File: config.mk
export PLATFORM = sky130hd
export DESIGN_NAME = if_prefetch_stage
export DESIGN_NICKNAME = d
export VERILOG_FILES = /design/src/rtl/if_pkg.sv /design/src/rtl/fetch_queue.sv /design/src/rtl/if_prefetch_stage.sv
export SDC_FILE = /design/constraint.sdc
export NUM_CORES = 1
export LEC_CHECK = 0
export BUFFER_PORTS_ARGS = -buffer_cell sky130_fd_sc_hd__buf_2
export CORE_ASPECT_RATIO = 1.4
export CORE_UTILIZATION = 25
export CTS_CLUSTER_SIZE = 16
export DETAILED_ROUTE_END_ITERATION = 12
export HOLD_SLACK_MARGIN = 0.08
export PLACE_DENSITY = 0.43
export RECOVER_POWER = 100
export SLEW_MARGIN = 10
export SYNTH_ARGS = -nofsm -noshare
export SYNTH_HDL_FRONTEND = slang
export SYNTH_SLANG_ARGS = --single-unit
File: constraint.sdc
create_clock -name clk -period 3.1 [get_ports clk]
set_clock_uncertainty 0.1 [all_clocks]
set_input_delay 0.31 -clock clk [delete_from_list [all_inputs] [get_ports clk]]
set_output_delay 0.31 -clock clk [all_outputs]
set_load 0.01 [all_outputs]
File: src/rtl/if_pkg.sv
// Shared defaults and the prefetch queue entry layout for the fetch front end.
package if_pkg;

  localparam int unsigned ADDR_W_DEF   = 32;
  localparam int unsigned DATA_W_DEF   = 32;
  localparam int unsigned DEPTH_DEF    = 4;
  localparam int unsigned PC_STEP_DEF  = 1;
  localparam int unsigned RESET_PC_DEF = 0;
  localparam int unsigned CNT_W_DEF    = 4;

  // One queued fetch: the address after the fetched word, and the word itself.
  typedef struct packed {
    logic [ADDR_W_DEF-1:0] pc;
    logic [DATA_W_DEF-1:0] instruction;
  } if_entry_t;

endpackage

File: src/rtl/fetch_queue.sv
// Synchronous FIFO with flush; head entry is presented combinationally.
module fetch_queue #(
  parameter int unsigned WIDTH = 64,
  parameter int unsigned DEPTH = 4
) (
  input  logic             clk,
  input  logic             rst,
  input  logic             flush,
  input  logic             push,
  input  logic             pop,
  input  logic [WIDTH-1:0] wdata,
  output logic [WIDTH-1:0] rdata,
  output logic             full,
  output logic             empty
);

  localparam int unsigned PTR_W = $clog2(DEPTH);
  localparam int unsigned OCC_W = PTR_W + 1;

  logic [PTR_W-1:0] wr_ptr_q, wr_ptr_d;
  logic [PTR_W-1:0] rd_ptr_q, rd_ptr_d;
  logic [OCC_W-1:0] count_q, count_d;
  logic [WIDTH-1:0] mem_q [DEPTH];
  logic             do_push;
  logic             do_pop;

  assign full    = (count_q == OCC_W'(DEPTH));
  assign empty   = (count_q == '0);
  // A push into a full queue is legal only when the head leaves on the same edge.
  assign do_push = push && (!full || pop) && !flush;
  assign do_pop  = pop && !empty && !flush;
  assign rdata   = mem_q[rd_ptr_q];

  // Pointer and occupancy next-state; flush empties the queue outright.
  always_comb begin
    wr_ptr_d = wr_ptr_q;
    rd_ptr_d = rd_ptr_q;
    count_d  = count_q;
    if (flush) begin
      wr_ptr_d = '0;
      rd_ptr_d = '0;
      count_d  = '0;
    end else begin
      if (do_push) wr_ptr_d = wr_ptr_q + PTR_W'(1);
      if (do_pop)  rd_ptr_d = rd_ptr_q + PTR_W'(1);
      unique case ({do_push, do_pop})
        2'b10:   count_d = count_q + OCC_W'(1);
        2'b01:   count_d = count_q - OCC_W'(1);
        default: count_d = count_q;
      endcase
    end
  end

  // Pointer and occupancy state.
  always_ff @(posedge clk or negedge rst) begin
    if (!rst) begin
      wr_ptr_q <= '0;
      rd_ptr_q <= '0;
      count_q  <= '0;
    end else begin
      wr_ptr_q <= wr_ptr_d;
      rd_ptr_q <= rd_ptr_d;
      count_q  <= count_d;
    end
  end

  // Entry storage; contents are only meaningful while counted, so no reset.
  always_ff @(posedge clk) begin
    if (do_push) mem_q[wr_ptr_q] <= wdata;
  end

endmodule

File: src/rtl/if_prefetch_stage.sv
// Instruction prefetch stage: fetch PC, prefetch queue, branch redirect and counter.
module if_prefetch_stage
  import if_pkg::*;
#(
  parameter int unsigned ADDR_W   = ADDR_W_DEF,
  parameter int unsigned DATA_W   = DATA_W_DEF,
  parameter int unsigned DEPTH    = DEPTH_DEF,
  parameter int unsigned PC_STEP  = PC_STEP_DEF,
  parameter int unsigned RESET_PC = RESET_PC_DEF,
  parameter int unsigned CNT_W    = CNT_W_DEF
) (
  input  logic              clk,
  input  logic              rst,
  input  logic              freeze,
  input  logic              branch_taken,
  input  logic [ADDR_W-1:0] branch_addr,
  output logic [ADDR_W-1:0] imem_addr,
  input  logic [DATA_W-1:0] imem_rdata,
  output logic              valid,
  output logic [ADDR_W-1:0] pc,
  output logic [DATA_W-1:0] instruction,
  output logic [CNT_W-1:0]  branch_cnt
);

  localparam int unsigned          WIDTH = ADDR_W + DATA_W;
  localparam logic [ADDR_W-1:0]    STEP  = ADDR_W'(PC_STEP);
  localparam logic [ADDR_W-1:0]    PC0   = ADDR_W'(RESET_PC);

  logic [ADDR_W-1:0] fetch_pc_q, fetch_pc_d;
  logic [CNT_W-1:0]  branch_cnt_q, branch_cnt_d;
  logic              q_full;
  logic              q_empty;
  logic              push;
  logic              pop;
  logic [WIDTH-1:0]  q_wdata;
  logic [WIDTH-1:0]  q_rdata;

  assign imem_addr   = fetch_pc_q;
  assign valid       = !q_empty;
  assign pop         = valid && !freeze && !branch_taken;
  // A redirect suppresses the fetch of the stale address in the same cycle.
  assign push        = (!q_full || pop) && !branch_taken;
  assign q_wdata     = {fetch_pc_q + STEP, imem_rdata};
  assign pc          = q_rdata[WIDTH-1 -: ADDR_W];
  assign instruction = q_rdata[DATA_W-1:0];
  assign branch_cnt  = branch_cnt_q;

  // Fetch PC and saturating branch counter next-state.
  always_comb begin
    fetch_pc_d   = fetch_pc_q;
    branch_cnt_d = branch_cnt_q;
    if (branch_taken) begin
      fetch_pc_d = branch_addr;
      if (branch_cnt_q != '1) branch_cnt_d = branch_cnt_q + CNT_W'(1);
    end else if (push) begin
      fetch_pc_d = fetch_pc_q + STEP;
    end
  end

  // Fetch PC and branch counter state.
  always_ff @(posedge clk or negedge rst) begin
    if (!rst) begin
      fetch_pc_q   <= PC0;
      branch_cnt_q <= '0;
    end else begin
      fetch_pc_q   <= fetch_pc_d;
      branch_cnt_q <= branch_cnt_d;
    end
  end

  fetch_queue #(
    .WIDTH (WIDTH),
    .DEPTH (DEPTH)
  ) u_fetch_queue (
    .clk   (clk),
    .rst   (rst),
    .flush (branch_taken),
    .push  (push),
    .pop   (pop),
    .wdata (q_wdata),
    .rdata (q_rdata),
    .full  (q_full),
    .empty (q_empty)
  );

endmodule

After elaboration in Yosys (flattened, before gate mapping):

Memories as Yosys holds them, arrays and structs flattened.
Index checks and enable logic that the tools add are counted.

* $add $sub $neg: 6
* multiply operators: 0
* div/mod/pow operators: 0
* magnitude comparators: 0
* equality and inequality tests: 4
* shift operators: 0
* muxes and demuxes: 10
* bitwise operators: 0
* reduce and logical (&&, ||, !) cells: 18

Operators by type and width (count)
* 32-bit 2-to-1 mux: 2
* 32-bit by 1-bit adder with 32-bit output, second input constant: 1
* 2-bit 2-to-1 mux: 4
* 1-bit logical AND: 7
* 3-bit case mux with 2 select lines: 1
* 2-bit nonzero test: 3
* 2-bit by 1-bit adder with 2-bit output, second input constant: 2
* 4-bit by 1-bit adder with 4-bit output, second input constant: 1
* 1-bit zero test: 4
* 4-bit != test, second input constant: 1
* 3-bit by 1-bit adder with 3-bit output, second input constant: 1
* 3-bit == test, second input constant: 1
* 3-bit zero test: 1
* 3-bit 2-to-1 mux: 1
* 3-bit nonzero test: 1
* 3-bit by 1-bit subtractor with 3-bit output, second input constant: 1
* 2-bit by 1-bit == test with 1-bit output, second input constant: 1
* 2-bit == test, second input constant: 1
* 1-bit 2-to-1 mux: 2
* 2-bit AND reduction: 1
* 1-bit logical OR: 1

* bits in registers: 43
* latch bits: 0
* memory bits (writable): 256
* bits in read-only memories: 0
* input bits: 68
* output and inout bits: 101
* word-level logic and storage cells: 44
* memories kept: 1

Memories
* u_fetch_queue.mem_q: words 4, width 64, rd ports 1, clocked after memory_dff 0, wr ports 1, line fetch_queue.sv:23 `logic [WIDTH-1:0] mem_q [DEPTH];`

Logic depth before layout (Yosys ltp):

Gate-level depths: netlist of run 1.

* depth in word-level cells: 11
* depth in mapped cells: 8
* depth with buffers taken out: 7

Cells and area by module:

From an unflattened synthesis of run 1, not the netlist that was laid out.

* cells, all modules: 726
* area, all modules: 12431.9 um2

By module, submodules not included
* fetch_queue: instances 1, cells an instance 398, area each 9769.4 um2, seq. area each 7862.5 um2
* if_prefetch_stage: instances 1, cells an instance 328, area each 2662.6 um2, seq. area each 900.9 um2

Worst setup path after synthesis of run 1:

OpenSTA, ideal clock, no wires.

* kind: register -> register
* start: register u_fetch_queue.count_q[0]
* end: memory u_fetch_queue.mem_q[0][0] (enable)
* library setup time: 0.429 ns
* arrival: 2.551 ns
* data required time: 2.571 ns
* path slack: 0.019 ns
* cell stages (with the launch flop): 6
* path buffers: 1
* clock period less this slack: 3.081 ns
* path through: dfrtp_1 inv_1 ha_1 nand3_1 clkbuf_1 and3_1

* longest elaborated chain between the ends: 10
* elaborated cells between the ends (all ways): 12
* classes of those cells: 1 x eq/ne; 2 x mux; 9 x reduce/logical

Ends and longest elaborated chain
* from (decl): line fetch_queue.sv:22 `logic [OCC_W-1:0] count_q, count_d;`
* from (signal assigned): line fetch_queue.sv:63 `count_q <= count_d;`
* 3-bit zero test: line fetch_queue.sv:28 `assign empty = (count_q == '0);`
* 1-bit zero test: line if_prefetch_stage.sv:39 `assign valid = !q_empty;`
* 1-bit logical AND (2 in a row): line if_prefetch_stage.sv:40 `assign pop = valid && !freeze && !branch_taken;`
* 1-bit logical OR (*): line fetch_queue.sv:30, if_prefetch_stage.sv:42
* 1-bit logical AND: line if_prefetch_stage.sv:42 `assign push = (!q_full || pop) && !branch_taken;`
* 1-bit logical AND (*) (2 in a row): line fetch_queue.sv:30 `assign do_push = push && (!full || pop) && !flush;`
* 1-bit 2-to-1 mux (*): line fetch_queue.sv:69 `if (do_push) mem_q[wr_ptr_q] <= wdata;`
* 1-bit 2-to-1 mux (implied by the code) (*): line fetch_queue.sv:69
* to (decl): line fetch_queue.sv:23

Mark *: on every way between the ends. The rest lies on a longest branch, timed or not.

Worst setup path after layout of run 1:

* start: register u_fetch_queue.rd_ptr_q[0]
* end: output instruction[2]

* longest elaborated chain between the ends: 1

Ends and longest elaborated chain
* from (decl): line fetch_queue.sv:21 `logic [PTR_W-1:0] rd_ptr_q, rd_ptr_d;`
* from (signal assigned): line fetch_queue.sv:62 `rd_ptr_q <= rd_ptr_d;`
* memory read 4 x 64 bit
* to (decl): line if_prefetch_stage.sv:21 `output logic [DATA_W-1:0] instruction,`

No other way between the ends.

==> metrics.md, run 1 <==
| Metric | Value |
|---|---|
| Critical path data arrival time | approximately 2.4 ns |
| Starting density of the core | around a quarter |
| DRC viols | 0 |
| Part of the power in the clock network | 36.0% |
| Failing checks | max-capacitance violations, max-slew violations |
| Num CTS Buffers | 34 |
| Worst Tran Pin Value | between 1.5 and 2 ns |
| Slowest stage cell, crit path | dfrtp_4 |
| Die X | between 150 and 200 µm |
| Placed cells | between 1000 and 1500 |
| WS Path Type | reg2out |
| DIE HEIGHT | ~260 µm |
| Status | finished, violations left |
| Via count | ~7000 |
| Hold Violations, Final | 0 |
| Fraction of layout cells with a size suffix above 1 | approximately 18% |
| Total Wirelength | approximately 30000 µm |
| Grt ovf | 0 |
| Leakage | 5.05 nW |
| Slew headroom | -17.9% |
| Crit-path max cell delay | around 0.72 ns |
| CTS tree | done |
| Routability cong. | between 0.7 and 0.8 |
| Final ANT Viol Nets | 0 |
| Worst IR Drop VDD | about 0.38 mV |
| Yosys reg bits | 299 |
| Post-synthesis sequential area ratio | between 70% and 80% |
| PwrDens | roughly 730 mW/mm² |
| Worst path cell trace | buf_6 > mux4_2 > clkbuf_1 |
| Worst EP required | around 2.7 ns |
| Antenna violations before repair | 0 |
| Sw Ratio | about 27% |
| Mapped Avg Cell Area | ~18 µm² |
| Finished Layout Cells | 1601 |
| Worst Setup Start Kind | flip-flop |
| Final period util | 91.1% |
| Seq pwr share | roughly 45% |
| Distinct cell type count after synthesis | 36 |
| GRT Overall Usage | 12.7% |
| Pre-CTS WS | roughly 0.33 ns |
| Peak fanout along the critical path | 23 |
| Max clock buf depth | 3 |
| CTS clk-pin slew, worst paths | roughly 0.06 ns |
| Area grow syn2layout | 27.3% |
| Switch Pwr | 3.04 mW |
| First-pass DRT Iterations | 4 |
| Iter 0 DRT Violations | slightly above 300 |
| Vias in the first global route | about 7500 |
| Combinational share of power | about a fifth |
| Largest net degree at the start of global routing | 76 |
| Post-route setup slack | about 0.28 ns |
| Core Region | ~0.048 mm² |
| # clock sinks | between 200 and 300 |
| Syn Inst Count | 690 |
| Latest clock arrival within the worst-skew pair | around 0.52 ns |
| Post-DP HPWL | approximately 20000 µm |
| Sum Neg Setup Slack | 0 ns |
| Port buffer count | 168 |
| Netlist Area Pre-Place | about 0.012 mm² |
| Full die area | just under 0.05 mm² |
| Root Buffer | clkbuf_16 |
| Fmax | ~0.35 GHz |
| Max_cap viols | 1 |
| Global-route wire length before repair | approximately 47000 µm |
| Post-CTS Setup Repair Bufs | 0 |
| Wire length per cell | 19.2 µm |
| Antenna Cells | 0 |
| Final Critical Period | about 2.8 ns |
| Max-slew violations | 30 |
| CTS resizes | 0 |
| Hold Crit Class | in2reg |
| Crit path capture type | output port |
| RSZ-0062 raised after global routing | no |
| Mapped Nets | 766 |
| Number of I/O pins | 169 |
| Final Setup Violations | 0 |
| Nets | 1022 |
| H-Tree Depth | 2 |
| Row cnt | 95 |
| Yosys warns | 0 |
| Via density per instance | approximately 4.3 |
| P_int | ~8.1 mW |
| Final core occ | 32.1% |
==> cells in the final DEF, fill, tap and decap left out, types with 2 or more instances in the layout <==
| cell | n |
|---|---|
| clkbuf_16 | 34 |
| mux2i_1 | 2 |
| clkbuf_2 | 2 |
| or4_1 | 4 |
| nor4_1 | 10 |
| nand3_1 | 17 |
| o311ai_0 | 2 |
| o211ai_1 | 3 |
| or4_4 | 2 |
| dfrtp_4 | 2 |
| or3_1 | 3 |
| nor3_1 | 10 |
| ha_1 | 8 |
| xnor2_1 | 36 |
| buf_2 | 39 |
| inv_1 | 13 |
| edfxtp_1 | 256 |
| clkbuf_1 | 146 |
| o21ai_0 | 30 |
| clkbuf_8 | 2 |
| nand4_1 | 10 |
| nand2_1 | 59 |
| nor2_1 | 31 |
| clkinv_1 | 6 |
| buf_6 | 2 |
| inv_6 | 2 |
| a21oi_1 | 5 |
| xor2_1 | 27 |
| buf_12 | 6 |
| mux4_2 | 64 |
| clkinv_2 | 4 |
| bufinv_16 | 4 |
| dlygate4sd3_1 | 66 |
| and3_1 | 9 |
| dfrtp_1 | 41 |
==> cell usage after synthesis (all sizes together) <==
library cell  instances  area (µm²)
or4                   6        52.6
edfxtp              256        7690
nor4b                 1        8.76
ha                    8         100
and4                  1        8.76
a211oi                1        7.51
xnor2                36         315
mux4                 64        1440
nand4b                1        8.76
and2                  2        12.5
nor2b                 1        6.26
mux2                  1        11.3
a21oi                 5        25.0
o311ai                2        17.5
nand3                17        85.1
or3                   3        18.8
mux2i                 2        20.0
clkbuf               23        87.6
dfrtp                43        1080
or2                   1        6.26
buf                  13        57.6
and3                 10        62.6
nor3                 10        50.1
nand4                10        68.8
nand2                59         221
o211ai                3        22.5
nor4                 10        62.6
xor2                 27         236
o21ai                30         150
nor2                 31         116
inv                  13        48.8
==> power by group through the flow <==
| stage | Sequential (mW) | Combinational, mW | Clock (mW) |
|---|---|---|---|
| floorplan | 5.00 | 1.39 | 0 |
| global placement | 5.12 | 2.28 | 0 |
| detailed placement | 5.13 | 2.28 | 0 |
| CTS | 5.05 | 2.34 | 4.19 |
| global route | 5.09 | 2.34 | 4.32 |
| finish | 5.03 | 2.12 | 4.03 |
==> repair_timing <==
item | CTS | global route
hold buffers | 66 | 0
endpoints found under the setup margin | 0 | 0
hold endpoints to repair | 189 | 0
==> final timing paths <==
| kind | depth (start not counted) | start | to | slack, ns |
|---|---|---|---|---|
| max reg2reg | 5 | imem_addr[10] | u_fetch_queue.mem_q[3][61] | 0.28 |
| min reg2reg | 1 | branch_cnt[2] | branch_cnt[2] | 0.45 |
| max | 3 | u_fetch_queue.rd_ptr_q[0] | instruction[2] | 0.28 |
| min | 4 | branch_taken | imem_addr[29] | 0.18 |
| max in group asynchronous | 3 | rst | imem_addr[7] | 0.64 |
| min in group asynchronous | 2 | rst | imem_addr[25] | 0.69 |
==> logic make-up after synthesis <==
| group | synth area share, % |
|---|---|
| flip-flops | 72.5 |
| AND/OR/NAND/NOR | 6.53 |
| multiplexers | 12.2 |
| XOR/XNOR | 4.56 |
| buffers and inverters | 1.60 |
| AO/OA/AOI/OAI | 1.84 |
| adder cells (fa/ha/maj) | 0.828 |
==> flip-flops by register name, indices dropped and copies added, names as in the netlist <==
register / flops
u_fetch_queue.rd_ptr_q: 2
u_fetch_queue.wr_ptr_q: 2
u_fetch_queue.mem_q: 256
branch_cnt: 4
u_fetch_queue.count_q: 3
imem_addr: 32
==> critical path: cells and delay by family, from the launching register on <==
| family | cells | cell delay, ns |
|---|---|---|
| buffers and inverters | 2 | 0.55 |
| muxes | 1 | 0.59 |
| DFF | 1 | 0.72 |
==> per-layer routing <==
layer | global-route usage, % | share of wire [%] | wire (µm) | vias up
met5 | 0 | 0 | 0 | -
met4 | 4.13 | 2.3 | 695 | 0
met3 | 2.42 | 4.4 | 1350 | 45
met2 | 22.3 | 52 | 15900 | 175
met1 | 15.5 | 42 | 12800 | 3511
li1 | - | - | - | 3194
==> area by class of cell <==
cell class	instances	area, µm²
fill	4752	32500
multi-input combinational	342	3140
sequential	299	8770
clock buffer	43	905
tap	630	788
inverter	13	48.8
timing repair buffer	256	1550
clock inverter	18	205
==> through the flow <==
stage,hold slack (ns),total power [mW],instance area [µm²]
final,0.175,11.2,15400
after global routing,0.224,11.7,15400
after CTS,0.126,11.6,15700
after detailed placement,0.339,7.41,13900
after global placement,0.341,7.39,13900
after floorplan,-0.0856,6.39,12100
No activity file was read; power rests on OpenSTA's default activity.
==> inputs of run 2 (changes only) <==
==> constraint.sdc (replaced) <==
create_clock -name clk -period 3.1 [get_ports clk]
set_clock_uncertainty 0.1 [all_clocks]
set_input_delay 0.31 -clock clk [delete_from_list [all_inputs] [get_ports clk]]
set_output_delay 0.31 -clock clk [all_outputs]
set_load 0.05 [all_outputs]
==> run 2 against run 1 <==
Effect of this change: critical endpoint is now pc[7]; register-to-register slack improved by 0.03 ns; cell count increased by 0.19%; sequential share of layout area decreased by 0.77 points; the flow now finishes without violations; critical path depth decreased by 1.
==> metrics.md, run 2 (synthesis gave the netlist of run 1 again) <==
| Metric | Value |
|---|---|
| DP Area | approximately 0.014 mm² |
| Starting density of the core | ~25% |
| Largest net degree at the start of global routing | 76 |
| Nets | between 1000 and 1500 |
| Global-route wire length before repair | ~47000 µm |
| Status | complete, no violations |
| Sum Neg Setup Slack | 0 ns |
| Total Power | approximately 13 mW |
| Routed length on met3 | ~1400 µm |
| Hold Violations, Final | 0 |
| Max_cap viols | 0 |
| Most common cell after layout, fill and taps aside | edfxtp_1 |
| Hold Crit Class | in2reg |
| RSZ-0062 raised after global routing | no |
| Max-slew violations | 0 |
| Worst Tran Pin Value | approximately 1.4 ns |
| CTS resizes | 0 |
| Post-CTS Setup Repair Bufs | 0 |
| Vias in the first global route | approximately 7600 |
| Leakage | roughly 5.2 nW |
| Via count | 6957 |
| Fmax | 0.353 GHz |
| Root Buffer | clkbuf_16 |
| Met1 WL | roughly 13000 µm |
| Final period util | approximately nine tenths |
| Latest clock arrival within the worst-skew pair | 0.52 ns |
| GRT Overall Usage | around an eighth |
| # hold bufs at CTS | 66 |
| Met2 WL | 15600 µm |
| Fraction of layout cells with a size suffix above 1 | approximately 22% |
| Row cnt | 95 |
| Peak fanout along the critical path | 31 |
| Worst EP required | 2.69 ns |
| Routability cong. | 0.762 |
| CTS tree | done |
| Placed cells | 1476 |
| Uppermost layer routed | met4 |
| Number of I/O pins | around 170 |
| CTS clk-pin slew, worst paths | approximately 0.060 ns |
| Num CTS Buffers | 34 |
| Core Region | approximately 0.048 mm² |
| First-pass DRT Iterations | 4 |
| Final Critical Period | about 2.8 ns |
| Final Setup Violations | 0 |
| DIE HEIGHT | between 200 and 300 µm |
| Max clock buf depth | 3 |
| Antenna Cells | 0 |
| Design Area, Final | 0.0156 mm² |
| Most frequent cells in the layout | edfxtp_1, clkbuf_1, dlygate4sd3_1, mux4_2, nand2_1 |
| H-Tree Depth | 2 |
| Worst Setup Start Kind | flip-flop |
| Largest Register | u_fetch_queue.mem_q |
| Number of flip-flops in the largest register | around 260 |
| Wire length per cell | approximately 19 µm |
| # clock sinks | approximately 300 |
| Via density per instance | around 4.3 |
| Worst IR Drop VDD | between 0.6 and 0.7 mV |
| Final core occ | 32.6% |
| Die X | about 190 µm |
| Antenna violations before repair | 0 |
| Total Wirelength | 30900 µm |
| Port buffer count | approximately 170 |
| Post-DP HPWL | roughly 20000 µm |
| Full die area | around 0.049 mm² |
| PwrDens | 812 mW/mm² |
| Iter 0 DRT Violations | 294 |
| Slew headroom | ~7.6% |
| Finished Layout Cells | ~1600 |
| DRC viols | 0 |
| Grt ovf | 0 |
| Area grow syn2layout | 29.0% |
| WS Path Type | reg2out |
| Critical path data arrival time | approximately 2.4 ns |
| Crit path capture type | output port |
| Final ANT Viol Nets | 0 |
-- run 2: area by class of cell --
cell class,instances,area [µm²]
clock inverters,17,219
fillers,4714,32300
repair buffers,258,1690
inverters,13,48.8
flip-flops and latches,299,8770
multi-input cells,342,3140
clock buffers,45,956
well taps,630,788
-- run 2: power breakdown --
part / internal [mW] / total, mW / switching [mW] / leakage (nW)
sequential: 4.77 / 4.99 / 0.228 / 2.88
clock: 2.60 / 4.23 / 1.63 / 0.567
combinational: 1.06 / 3.45 / 2.40 / 1.77
total: 8.42 / 12.7 / 4.25 / 5.22
-- run 2: critical path, stage by stage, from the launching register on --
cell and delay [ns]:
dfrtp_2 0.98, mux4_2 0.35, clkbuf_1 0.55
-- run 2: through the flow --
stage	setup WS, ns	hold slack, ns
finish	0.263	0.140
global route	0.127	0.227
CTS	0.317	0.0922
detailed placement	0.359	0.220
global placement	0.416	0.212
floorplan	0.0195	-0.0856
-- run 2: worst paths after layout --
path / to / startpoint / cells past startpoint / slack (ns)
hold / removal: imem_addr[29] / branch_taken / 4 / 0.14
min in group asynchronous: imem_addr[5] / rst / 2 / 0.49
setup / recovery: pc[7] / u_fetch_queue.rd_ptr_q[1] / 2 / 0.26
max in group asynchronous: imem_addr[3] / rst / 3 / 0.98
setup reg to reg: u_fetch_queue.mem_q[1][13] / u_fetch_queue.count_q[0] / 6 / 0.31
hold reg to reg: branch_cnt[2] / branch_cnt[2] / 1 / 0.43
-- run 2: per-layer routing --
metal,vias to the layer above,global-route usage [%]
met2,178,22.2
met5,-,0
met3,51,2.37
met1,3537,15.4
li1,3191,-
met4,0,4.92
